$ cat src/rtl/main_control_fsm.sv
// rtl/main_control_fsm.sv - multi-cycle MIPS main control unit
//
// Purpose: steps each instruction through FETCH, DECODE, EXECUTE, MEMORY and
// WRITEBACK, latching the decoder opcode at the end of DECODE and driving the
// datapath control strobes phase by phase. All outputs are registered and
// depend only on the state register and the latched opcode.
//
// Ports:
//   cu_clk           clock, rising edge
//   cu_rst           synchronous active-low reset
//   cu_i_run         level enable, sampled in IDLE and in final phases
//   cu_i_opcode      decoder opcode, captured at the edge that closes DECODE
//   cu_o_ce          fetch enable strobe
//   cu_o_reg_dst     1 = write rd, 0 = write rt
//   cu_o_reg_write   register-file write strobe
//   cu_o_alu_src     1 = immediate operand
//   cu_o_branch      branch-evaluate strobe
//   cu_o_mem_read    data-memory read strobe
//   cu_o_mem_write   data-memory write strobe
//   cu_o_mem_to_reg  1 = write-back from memory
//   cu_o_state       current state encoding
//   cu_o_instr_done  pulse in the final phase of each instruction
//   cu_o_illegal     sticky unsupported-opcode flag
//   cu_o_retired     completed-instruction counter (wraps)

module main_control_fsm #(
  parameter int OPCODE_WIDTH = 6,
  parameter int CNT_WIDTH    = 32
) (
  input  logic                    cu_clk,
  input  logic                    cu_rst,
  input  logic                    cu_i_run,
  input  logic [OPCODE_WIDTH-1:0] cu_i_opcode,
  output logic                    cu_o_ce,
  output logic                    cu_o_reg_dst,
  output logic                    cu_o_reg_write,
  output logic                    cu_o_alu_src,
  output logic                    cu_o_branch,
  output logic                    cu_o_mem_read,
  output logic                    cu_o_mem_write,
  output logic                    cu_o_mem_to_reg,
  output logic [2:0]              cu_o_state,
  output logic                    cu_o_instr_done,
  output logic                    cu_o_illegal,
  output logic [CNT_WIDTH-1:0]    cu_o_retired
);

  typedef enum logic [2:0] {
    S_IDLE      = 3'd0,
    S_FETCH     = 3'd1,
    S_DECODE    = 3'd2,
    S_EXECUTE   = 3'd3,
    S_MEMORY    = 3'd4,
    S_WRITEBACK = 3'd5,
    S_HALT      = 3'd6
  } state_t;

  localparam logic [OPCODE_WIDTH-1:0] OP_RTYPE = OPCODE_WIDTH'(6'b000000);
  localparam logic [OPCODE_WIDTH-1:0] OP_LW    = OPCODE_WIDTH'(6'b100011);
  localparam logic [OPCODE_WIDTH-1:0] OP_SW    = OPCODE_WIDTH'(6'b101011);
  localparam logic [OPCODE_WIDTH-1:0] OP_BEQ   = OPCODE_WIDTH'(6'b000100);
  localparam logic [OPCODE_WIDTH-1:0] OP_ADDI  = OPCODE_WIDTH'(6'b001000);

  state_t                  r_state;
  logic [OPCODE_WIDTH-1:0] r_op;
  logic                    r_ce;
  logic                    r_reg_dst;
  logic                    r_reg_write;
  logic                    r_alu_src;
  logic                    r_branch;
  logic                    r_mem_read;
  logic                    r_mem_write;
  logic                    r_mem_to_reg;
  logic                    r_instr_done;
  logic                    r_illegal;
  logic [CNT_WIDTH-1:0]    r_retired;

  state_t                  w_next_state;
  logic [OPCODE_WIDTH-1:0] w_next_op;
  logic                    w_ce;
  logic                    w_reg_dst;
  logic                    w_reg_write;
  logic                    w_alu_src;
  logic                    w_branch;
  logic                    w_mem_read;
  logic                    w_mem_write;
  logic                    w_mem_to_reg;
  logic                    w_instr_done;

  function automatic logic is_legal(input logic [OPCODE_WIDTH-1:0] op);
    return (op == OP_RTYPE) || (op == OP_LW) || (op == OP_SW) ||
           (op == OP_BEQ) || (op == OP_ADDI);
  endfunction

  // Where a finished instruction goes next; run is only looked at here and in IDLE.
  function automatic state_t after_final(input logic run);
    return run ? S_FETCH : S_IDLE;
  endfunction

  // Next-state and opcode-latch selection.
  always_comb begin
    w_next_state = r_state;
    w_next_op    = r_op;
    case (r_state)
      S_IDLE:    if (cu_i_run) w_next_state = S_FETCH;
      S_FETCH:   w_next_state = S_DECODE;
      S_DECODE: begin
        w_next_op    = cu_i_opcode;
        w_next_state = is_legal(cu_i_opcode) ? S_EXECUTE : S_HALT;
      end
      S_EXECUTE: begin
        if (r_op == OP_BEQ)
          w_next_state = after_final(cu_i_run);
        else if ((r_op == OP_LW) || (r_op == OP_SW))
          w_next_state = S_MEMORY;
        else
          w_next_state = S_WRITEBACK;
      end
      S_MEMORY:    w_next_state = (r_op == OP_LW) ? S_WRITEBACK : after_final(cu_i_run);
      S_WRITEBACK: w_next_state = after_final(cu_i_run);
      S_HALT:      w_next_state = S_HALT;
      default:     w_next_state = S_IDLE;
    endcase
  end

  // Outputs for the state being entered, so the registered copies line up
  // with the state register and never see the inputs combinationally.
  always_comb begin
    w_ce         = 1'b0;
    w_reg_dst    = 1'b0;
    w_reg_write  = 1'b0;
    w_alu_src    = 1'b0;
    w_branch     = 1'b0;
    w_mem_read   = 1'b0;
    w_mem_write  = 1'b0;
    w_mem_to_reg = 1'b0;
    w_instr_done = 1'b0;
    case (w_next_state)
      S_FETCH: w_ce = 1'b1;
      S_EXECUTE: begin
        w_alu_src    = (w_next_op == OP_LW) || (w_next_op == OP_SW) || (w_next_op == OP_ADDI);
        w_reg_dst    = (w_next_op == OP_RTYPE);
        w_mem_to_reg = (w_next_op == OP_LW);
        w_branch     = (w_next_op == OP_BEQ);
        w_instr_done = (w_next_op == OP_BEQ);
      end
      S_MEMORY: begin
        w_alu_src    = 1'b1;
        w_mem_to_reg = (w_next_op == OP_LW);
        w_mem_read   = (w_next_op == OP_LW);
        w_mem_write  = (w_next_op == OP_SW);
        w_instr_done = (w_next_op == OP_SW);
      end
      S_WRITEBACK: begin
        w_alu_src    = (w_next_op == OP_LW) || (w_next_op == OP_ADDI);
        w_reg_dst    = (w_next_op == OP_RTYPE);
        w_mem_to_reg = (w_next_op == OP_LW);
        w_reg_write  = 1'b1;
        w_instr_done = 1'b1;
      end
      default: ;
    endcase
  end

  always_ff @(posedge cu_clk) begin
    if (!cu_rst) begin
      r_state      <= S_IDLE;
      r_op         <= '0;
      r_ce         <= 1'b0;
      r_reg_dst    <= 1'b0;
      r_reg_write  <= 1'b0;
      r_alu_src    <= 1'b0;
      r_branch     <= 1'b0;
      r_mem_read   <= 1'b0;
      r_mem_write  <= 1'b0;
      r_mem_to_reg <= 1'b0;
      r_instr_done <= 1'b0;
      r_illegal    <= 1'b0;
      r_retired    <= '0;
    end else begin
      r_state      <= w_next_state;
      r_op         <= w_next_op;
      r_ce         <= w_ce;
      r_reg_dst    <= w_reg_dst;
      r_reg_write  <= w_reg_write;
      r_alu_src    <= w_alu_src;
      r_branch     <= w_branch;
      r_mem_read   <= w_mem_read;
      r_mem_write  <= w_mem_write;
      r_mem_to_reg <= w_mem_to_reg;
      r_instr_done <= w_instr_done;
      // HALT is only left through reset, so the flag stays set once entered.
      r_illegal    <= r_illegal | (w_next_state == S_HALT);
      // r_instr_done marks the current cycle as a final phase; count on its closing edge.
      if (r_instr_done)
        r_retired <= r_retired + CNT_WIDTH'(1);
    end
  end

  assign cu_o_ce         = r_ce;
  assign cu_o_reg_dst    = r_reg_dst;
  assign cu_o_reg_write  = r_reg_write;
  assign cu_o_alu_src    = r_alu_src;
  assign cu_o_branch     = r_branch;
  assign cu_o_mem_read   = r_mem_read;
  assign cu_o_mem_write  = r_mem_write;
  assign cu_o_mem_to_reg = r_mem_to_reg;
  assign cu_o_state      = r_state;
  assign cu_o_instr_done = r_instr_done;
  assign cu_o_illegal    = r_illegal;
  assign cu_o_retired    = r_retired;

endmodule

$ cat config.mk
export PLATFORM = sky130hd
export DESIGN_NAME = main_control_fsm
export DESIGN_NICKNAME = d
export VERILOG_FILES = /design/src/rtl/main_control_fsm.sv
export SDC_FILE = /design/constraint.sdc
export NUM_CORES = 1
export LEC_CHECK = 0
export CAP_MARGIN = 20
export CORE_MARGIN = 3
export CORE_UTILIZATION = 30
export CTS_CLUSTER_DIAMETER = 150
export CTS_CLUSTER_SIZE = 20
export DETAILED_ROUTE_END_ITERATION = 16
export GPL_TIMING_DRIVEN = 0
export HOLD_SLACK_MARGIN = 0.08
export PLACE_DENSITY = 0.53
export SETUP_SLACK_MARGIN = 0.1
export SYNTH_ARGS = -nofsm -noshare
export SYNTH_HDL_FRONTEND = slang
export SYNTH_SLANG_ARGS = --single-unit
$ cat constraint.sdc
create_clock -name cu_clk -period 4.6 [get_ports cu_clk]
set_input_delay 1.15 -clock cu_clk [delete_from_list [all_inputs] [get_ports cu_clk]]
set_output_delay 1.15 -clock cu_clk [all_outputs]
set_load 0.01 [all_outputs]
==> impl_metrics.toml <==
[outcome]
outcome = "complete, no violations"

[pwr]
seqPwrFrac_pct = 55.0
p_int_mw = 0.6331
p_sw_share_pct = 23.64
vdd_drop_max_uv = 96.80
switchingPower_mw = 0.1960
clkPwrFrac_pct = 37.5
p_total_mw = 0.8291
powerDensity_mw_per_mm2 = 266.6
leakagePower_nw = 1.006
pwr-share-comb_pct = 7.5

[detailed_routing]
via_per_inst = 4.931
drc_errors = 0
dr.pass1.iters = 4
wl_per_cell_um = 13.45
wl_mm = 6.053
initialDrtViolationCount = 52
dr_total_vias = 2219
drt.antenna.violating_nets = 0

[die]
core_area_sq_mm = 0.007447
rows = 31
die_w_um = 94.86
die_y_um = 94.86
ioPinCount = 54
dieArea_sq_mm = 0.008997
initial_core_util_pct = 31.80

[logic_synthesis]
syn-cell-area_sq_mm = 0.002369
yosysSeqAreaShare_pct = 43.11
synth_seq_cells = 51
yosysTopAreaCellShare_pct = 43.11
synth_commonest_cells = "dfxtp_1, nor2_1, nand2_1"
synth-edff-count = 0
yosys_warnings = 0
synthFlopType = "dfxtp_1"
yosysMostFrequentCell = "dfxtp_1"
syn_inst = 293
synth_largest_area_cell = "dfxtp_1"
synth_cell_type_count = 43
syn_nets = 303
synth_area_per_cell_sq_um = 8.084
async_flop_share_pct = 0
ys_top_cells_by_area = "dfxtp_1, nor2_1, xnor2_1"

[clock_network]
h-tree-depth = 2
cts_buffer_depth = 2
cts_tree = "yes"
postCtsResizedCells = 0
cts_buffers = 5
postCtsSetupBuffers = 0
hold_buffers = 0
cts_num_sinks = 51
path_clk_slew_ns = 0.10
clock_latency_ns = 0.31
cts_root_buffer = "clkbuf_8"

[setup_path]
arrival_ns = 1.41
crit_family = "buffers and inverters"
start_kind = "flip-flop"
crit_type = "flip-flop to output port"
crit_fanout = 9
critPathMaxStageDelay_ns = 0.60
cp_cell_sequence = "clkdlybuf4s50_1"
critPathBufInv = 1
crit_path_end_kind = "output port"
cp.required_ns = 3.45
crit_path_top_delay_cell = "clkdlybuf4s50_1"

[finish]
largest_register_ffs = 32
antennaDiodeCount = 0
fin_nets = 361
drive_gt1_share_pct = 4.843
final_core_util_pct = 41.75
instances_no_fill = 450
fillers = 788
syn_to_final_growth_pct = 31.27
design_area_sq_mm = 0.003109

[timing]
drv_slew = 0
setup_tns_ns = 0
slew_headroom_pct = 63.78
finalHoldViolCount = 0
finClkSkew_ns = 0.01110
min_period_ns = 2.565
tightest_slew_ns = 0.5432
layout_setup_ws_ns = 2.035
setup_viol = 0
timing.hold.ws_ns = 0.4714
rsz0062_at_grt = "no"
clock.fmax_ghz = 0.3899
post-route-period-util_pct = 55.75

[global_routing]
grt_pass1_wl_mm = 10.25
grt_max_degree = 16
grt_use_total_pct = 14.56
grt_overflow = 0
grt_pass1_vias = 2124
antenna_found_initial = 0

[placed_design]
io_buffers = 51
dp_cells = 443
pre_cts_slack_ns = 1.766
routabilityCongestion = 0.8554
placed_area_sq_mm = 0.003003
post-dp-hpwl_mm = 4.485

[job]
maxCapViolCount = 0

[worst_hold_path]
hp-class = "flip-flop to flip-flop"
==> cell usage in the layout (no fill, tap or decap), types with 2 or more instances in the layout <==
cell / count
xnor2_1: 16
dfxtp_1: 51
nor2_1: 41
inv_1: 9
o31ai_1: 2
clkbuf_1: 9
clkdlybuf4s50_1: 51
or3_1: 6
nand2b_1: 2
nor3_1: 15
o211ai_1: 4
nor4_1: 8
buf_2: 2
nor3b_1: 2
nand3_1: 12
xor2_1: 5
and2_1: 2
nor2b_1: 2
nand4_1: 6
and3_1: 8
a21oi_1: 20
clkbuf_8: 5
or4_1: 5
and4_1: 2
nand2_1: 35
nand4b_1: 3
o21ai_0: 8
==> path summary, 6_finish.rpt <==
check	from	to	slack [ns]	depth (start not counted)
max reg2reg	cu_o_instr_done	cu_o_retired[27]	2.48	8
min	r_op[4]	r_op[4]	0.47	2
max	cu_o_state[2]	cu_o_state[2]	2.04	1
min reg2reg	r_op[4]	r_op[4]	0.47	2
==> logic make-up after synthesis <==
family / share of synthesized area, %
and+or+nand+nor: 34.44
DFF: 43.11
AOI/OAI and AO/OA: 9.985
buffers and inverters: 3.750
xor gates and xnor gates: 7.765
muxes: 0.4226
adders and majority gates: 0.5282
==> cell type report <==
class                      instances  area (sq um)  share of cell area, %
clock buffer                       5         68.82                  2.213
buffer                            12         51.30                  1.650
clock inverter                     2         37.54                  1.207
tap                               99         123.9                  3.984
multi-input combinational        220          1259                  40.48
timing repair buffer              51         510.5                  16.42
inverter                          10         37.54                  1.207
sequential                        51          1021                  32.84
==> power by group through the flow <==
| stage | registers (mW) | clock network (mW) | logic, mW |
|---|---|---|---|
| floorplan | 0.466 | 0 | 0.0351 |
| global placement | 0.466 | 0 | 0.0623 |
| detailed placement | 0.466 | 0 | 0.0622 |
| CTS | 0.456 | 0.322 | 0.0624 |
| global route | 0.458 | 0.341 | 0.0694 |
| finish | 0.456 | 0.311 | 0.0619 |
==> layer usage <==
layer  part of all wire [%]  global-route usage (%)  vias up
li1                       -                       -     1137
met1                     49                   19.25     1029
met2                     44                   22.78       47
met3                    4.9                   3.984        6
met4                    1.4                   5.048        0
met5                      0                       0        -
(Power assumes the default switching activity.)
